--- src/rtl/bc_pkg.sv ---
// Shared types and constants for the Bulls and Cows secret generator.
// Digits are 4-bit BCD; an answer packs four digits, most significant first.
package bc_pkg;

  typedef logic [3:0]  digit_t;
  typedef logic [15:0] answer_t;

  typedef enum logic [1:0] {
    IDLE  = 2'd0,
    GEN   = 2'd1,
    READY = 2'd2
  } state_t;

  localparam int          NUM_DIGITS = 4;
  localparam digit_t      DIGIT_MAX  = 4'd9;
  localparam logic [15:0] LFSR_TAPS  = 16'hB400;

endpackage

--- src/rtl/bc_lfsr16.sv ---
// Free-running 16-bit Fibonacci LFSR (taps 16,14,13,11), shifts every cycle.
// BC_SECRET_GEN_ENTROPY_EN mixes a synchronized entropy bit into the feedback.
module bc_lfsr16
  import bc_pkg::*;
#(
  parameter logic [15:0] SEED = 16'hACE1
) (
  input  logic        clk,
  input  logic        rst,
  input  logic        entropy_in,
  output logic [15:0] q
);

  logic        w_fb;
  logic [15:0] w_next;

`ifdef BC_SECRET_GEN_ENTROPY_EN
  logic [1:0] r_sync;

  always_ff @(posedge clk or negedge rst) begin
    if (!rst) begin
      r_sync <= 2'b00;
    end else begin
      r_sync <= {r_sync[0], entropy_in};
    end
  end

  assign w_fb = (^(q & LFSR_TAPS)) ^ r_sync[1];
`else
  logic w_unused_entropy;
  assign w_unused_entropy = entropy_in;
  assign w_fb = ^(q & LFSR_TAPS);
`endif

  assign w_next = {q[14:0], w_fb};

  // An all-zero state would lock the register; reseed instead.
  always_ff @(posedge clk or negedge rst) begin
    if (!rst) begin
      q <= SEED;
    end else begin
      q <= (w_next == 16'h0000) ? SEED : w_next;
    end
  end

endmodule

--- src/rtl/bc_secret_gen.sv ---
// Bulls and Cows secret generator: four distinct BCD digits by LFSR rejection
// sampling, with a timeout fill of lowest unused digits. Option: BC_SECRET_GEN_ENTROPY_EN.
module bc_secret_gen
  import bc_pkg::*;
#(
  parameter logic [15:0] SEED           = 16'hACE1,
  parameter logic [15:0] DEFAULT_ANSWER = 16'h1234,
  parameter logic [7:0]  MAX_CYCLES     = 8'd255,
  parameter logic        AUTO_START     = 1'b1
) (
  input  logic        clk,
  input  logic        rst,
  input  logic        new_game,
  input  logic        entropy,
  output logic [15:0] answer,
  output logic        answer_valid,
  output logic        busy
);

  state_t      r_state;
  logic        r_first;
  logic [9:0]  r_used;
  logic [2:0]  r_cnt;
  logic [7:0]  r_timer;
  digit_t      r_slot [NUM_DIGITS];
  answer_t     r_answer;
  logic        r_valid;
  logic        r_busy;

  logic [15:0] w_lfsr;
  digit_t      w_cand;
  logic        w_cand_ok;
  digit_t      w_slot_nxt [NUM_DIGITS];
  logic [9:0]  w_used_nxt;
  logic [2:0]  w_cnt_nxt;

  bc_lfsr16 #(.SEED(SEED)) u_lfsr (
    .clk        (clk),
    .rst        (rst),
    .entropy_in (entropy),
    .q          (w_lfsr)
  );

  assign w_cand    = w_lfsr[3:0];
  assign w_cand_ok = (w_cand <= DIGIT_MAX) && !r_used[w_cand];

  // Timeout cycle ignores the candidate and fills every open slot at once.
  always_comb begin
    w_slot_nxt = r_slot;
    w_used_nxt = r_used;
    w_cnt_nxt  = r_cnt;
    if (r_timer == MAX_CYCLES) begin
      for (int d = 0; d < 10; d++) begin
        if (!w_used_nxt[d] && (w_cnt_nxt < 3'(NUM_DIGITS))) begin
          w_slot_nxt[w_cnt_nxt[1:0]] = 4'(d);
          w_used_nxt[d]              = 1'b1;
          w_cnt_nxt                  = w_cnt_nxt + 3'd1;
        end
      end
    end else if (w_cand_ok) begin
      w_slot_nxt[r_cnt[1:0]] = w_cand;
      w_used_nxt[w_cand]     = 1'b1;
      w_cnt_nxt              = r_cnt + 3'd1;
    end
  end

  always_ff @(posedge clk or negedge rst) begin
    if (!rst) begin
      r_state  <= IDLE;
      r_first  <= AUTO_START;
      r_used   <= 10'b0;
      r_cnt    <= 3'd0;
      r_timer  <= 8'd0;
      r_slot   <= '{default: 4'd0};
      r_answer <= DEFAULT_ANSWER;
      r_valid  <= 1'b0;
      r_busy   <= 1'b0;
    end else begin
      r_first <= 1'b0;
      case (r_state)
        IDLE, READY: begin
          if (new_game || r_first) begin
            r_state <= GEN;
            r_used  <= 10'b0;
            r_cnt   <= 3'd0;
            r_timer <= 8'd0;
            r_valid <= 1'b0;
            r_busy  <= 1'b1;
          end
        end
        GEN: begin
          r_slot  <= w_slot_nxt;
          r_used  <= w_used_nxt;
          r_cnt   <= w_cnt_nxt;
          r_timer <= r_timer + 8'd1;
          if (w_cnt_nxt == 3'(NUM_DIGITS)) begin
            r_state  <= READY;
            r_answer <= {w_slot_nxt[0], w_slot_nxt[1], w_slot_nxt[2], w_slot_nxt[3]};
            r_valid  <= 1'b1;
            r_busy   <= 1'b0;
          end
        end
        default: r_state <= IDLE;
      endcase
    end
  end

  assign answer       = r_answer;
  assign answer_valid = r_valid;
  assign busy         = r_busy;

endmodule
--- config.mk ---
export PLATFORM = sky130hd
export DESIGN_NAME = bc_secret_gen
export DESIGN_NICKNAME = d
export VERILOG_FILES = /design/src/rtl/bc_pkg.sv /design/src/rtl/bc_lfsr16.sv /design/src/rtl/bc_secret_gen.sv
export SDC_FILE = /design/constraint.sdc
export NUM_CORES = 1
export LEC_CHECK = 0
export BUFFER_PORTS_ARGS = -buffer_cell sky130_fd_sc_hd__buf_2
export CORE_ASPECT_RATIO = 1.25
export CORE_UTILIZATION = 40
export CTS_BUF_LIST = sky130_fd_sc_hd__clkbuf_16
export CTS_CLUSTER_SIZE = 10
export DETAILED_ROUTE_END_ITERATION = 8
export PLACE_DENSITY = 0.56
export SETUP_SLACK_MARGIN = 0.05
export SYNTH_ARGS = -nofsm -noshare
export SYNTH_HDL_FRONTEND = slang
export SYNTH_SLANG_ARGS = --single-unit
--- constraint.sdc ---
create_clock -name clk -period 15.7 [get_ports clk]
set_input_delay 0 -clock clk [delete_from_list [all_inputs] [get_ports clk]]
set_output_delay 0 -clock clk [all_outputs]
set_load 0.02 [all_outputs]
==> results.json <==
{
  "area_delta_synth_final_pct": 8.46,
  "fmax_mhz": 101,
  "vias_per_cell": 5.89,
  "die_h_um": 135,
  "syn_nets": 695,
  "cp_common_cell": "ha_1",
  "synth-adder-area-share_pct": 8.41,
  "critPathLaunchType": "flop",
  "finalHoldViolCount": 0,
  "via_count": 4863,
  "crit_type": "flop to flop",
  "drive_gt1_share_pct": 14.9,
  "yosys.area_share.simple_pct": 20.7,
  "synth_edf_count": 0,
  "ys_top_cells_by_area": "dfrtp_1, ha_1, dfstp_2",
  "grt.overflow.total": 0,
  "grt_max_degree": 75,
  "synth_top_area_share_pct": 26.6,
  "gp_congestion": 0.978,
  "ant_nets": 0,
  "remaining_drc_errors": 0,
  "end_kind": "flop",
  "core-area_mm2": 0.0138,
  "die_area_mm2": 0.0146,
  "synthCells": 653,
  "ctsHoldBuffers": 1,
  "syn_avg_cell_area_um2": 8.65,
  "seq_area_frac_synth_pct": 33.1,
  "status": "complete, no violations",
  "setup_violations": 0,
  "cp_max_fo": 19,
  "start_util_pct": 40.9,
  "clock_latency_ps": 350,
  "first_pass_iters": 5,
  "ctsRootBufferMaster": "clkbuf_16",
  "first_iter_violations": 394,
  "period_minus_slack_ps": 9910,
  "worst_pin_slew_ps": 1250,
  "clock_sinks": 74,
  "hold_path_class": "input pin to flop",
  "synth_top_family_by_area": "compound AO/OA/AOI/OAI gates",
  "clock-skew-final_ps": 11.6,
  "clkTransAtPathRegs_ps": 70,
  "slowest_delay_ps": 700,
  "port_buffers": 20,
  "clockBufferDepth": 2,
  "fin_nets": 688,
  "cts_resized": 0,
  "cp_data_required_time_ps": 15930,
  "io_pins": 22,
  "yosys_warnings": 0,
  "synth-compound-area-share_pct": 22.1,
  "yosysTopAreaCell": "dfrtp_1",
  "place_hpwl_um": 11900,
  "finalSetupTns_ps": 0,
  "ys.flop_type": "dfrtp_1",
  "rsz0062_at_grt": "false",
  "ys_ff_latch": 74,
  "cts_made_buffers": 9,
  "drt_wl_total_um": 16300,
  "n_fill_cell": 1361,
  "synth_mux_area_share_pct": 6.40,
  "ys_types": 81,
  "cts_tree": "yes",
  "synth_async_sr_flop_share_pct": 100,
  "detail_route.wl_per_cell_um": 19.8,
  "die_x_um": 108,
  "grt_pass1_wl_um": 25600,
  "critPathArrivalTime_ps": 10140,
  "cts_setup_buffers": 0,
  "synthXorXnorAreaFrac_pct": 2.90,
  "max_slew_margin_pct": 14.4,
  "syn_area_mm2": 0.00565,
  "ctsHtreeMaxLevel": 3,
  "antennaDiodeCount": 0,
  "grt_usage_pct": 23.5,
  "first_global_vias": 4721,
  "period_share_pct": 63.1,
  "rows": 48,
  "antenna_found_initial": 0,
  "drv_slew": 0,
  "max_cap_violations": 0,
  "crit_slowest_cell": "dfrtp_1"
}
## layout by cell type (no fill, tap or decap), types with 6 or more instances in the layout
master	n
a21o_1	6
a21oi_1	41
a22oi_1	12
a31oi_1	6
buf_2	19
buf_4	6
clkbuf_16	9
dfrtp_1	60
dfstp_2	14
ha_1	38
inv_1	40
mux2_2	7
mux2i_1	20
nand2_1	68
nand2b_1	9
nand3_1	16
nor2_1	49
nor2b_1	16
nor3_1	17
o21ai_0	42
o22a_1	6
o22ai_1	7
or2_2	12
or3_1	6
xnor2_1	9
xor2_1	6
## cell families (layout without fill, tap and decap cells)
family                   after synthesis  after routing
flip-flops                            74             74
AO/OA/AOI/OAI                        181            181
other                                  1              1
XOR/XNOR                              17             17
adder cells (fa/ha/maj)               38             38
buffers and inverters                 84             82
multiplexers                          32             32
AND/OR/NAND/NOR                      226            226
## final cells by class
class	count	area [µm²]	share of cell area (%)
flip-flops and latches	74	1870	30.5
clock buffers	9	225	3.67
clock inverters	7	86.3	1.41
multi-input cells	495	3430	56.0
well taps	175	219	3.57
repair buffers	26	150	2.45
inverters	40	150	2.45
## layer usage
metal	vias to the layer above	track usage [%]	routed length [µm]
li1	2308	-	-
met1	2356	28.4	6720
met2	158	38.5	8010
met3	41	4.01	745
met4	0	14.7	882
met5	-	0	0
## stage by stage
stage	worst slack [ps]	instances	hold slack (ps)	area [µm²]	utilization, %
2_1_floorplan	7760	653	-296	5650	-
3_3_place_gp	6140	809	185	5810	42.0
3_5_place_dp	6060	809	203	5810	42.0
4_1_cts	5950	826	61.4	6130	44.4
5_1_grt	5220	826	72.5	6130	44.4
6_report	5790	826	63.9	6130	44.4
## path summary, 6_finish.rpt
kind	start	endpoint	slack (ps)	depth (start not counted)
worst max-delay path	r_cnt[0]	answer[7]	5790	36
worst min-delay path	new_game	r_state[0]	60	3
worst max register to register	r_cnt[0]	answer[7]	5790	36
worst min register to register	u_lfsr.q[8]	u_lfsr.q[9]	400	0
max in group asynchronous	rst	r_used[1]	14780	2
min in group asynchronous	rst	r_slot[0]	330	2
## worst max-delay path, delay by kind of cell (launching register included)
| family | cells | cell delay, ps |
|---|---|---|
| multiplexers | 3 | 860 |
| buffers and inverters | 5 | 880 |
| AND/OR/NAND/NOR | 11 | 2320 |
| flip-flops | 1 | 700 |
| adder cells (fa/ha/maj) | 8 | 2360 |
| AO/OA/AOI/OAI | 9 | 2650 |
## synthesized netlist by cell type (7+ instances only)
| cell | count |
|---|---|
| nand2_1 | 68 |
| dfrtp_1 | 60 |
| nor2_1 | 49 |
| o21ai_0 | 42 |
| a21oi_1 | 41 |
| inv_1 | 40 |
| ha_1 | 38 |
| clkbuf_1 | 33 |
| mux2i_1 | 20 |
| nor3_1 | 17 |
| nand3_1 | 16 |
| nor2b_1 | 16 |
| dfstp_2 | 14 |
| a22oi_1 | 12 |
| or2_2 | 12 |
| nand2b_1 | 9 |
| xnor2_1 | 9 |
| mux2_2 | 7 |
| o22ai_1 | 7 |
## registers in the layout, indices dropped and copies added, names as in the netlist
register / flops
r_cnt: 3
u_lfsr.q: 16
r_slot: 16
busy: 1
r_used: 10
r_state: 2
answer: 16
answer_valid: 1
r_timer: 8
r_first: 1
Power is not shown: default switching activity piles up to over one toggle a cycle in this logic, so the estimate is an artifact.
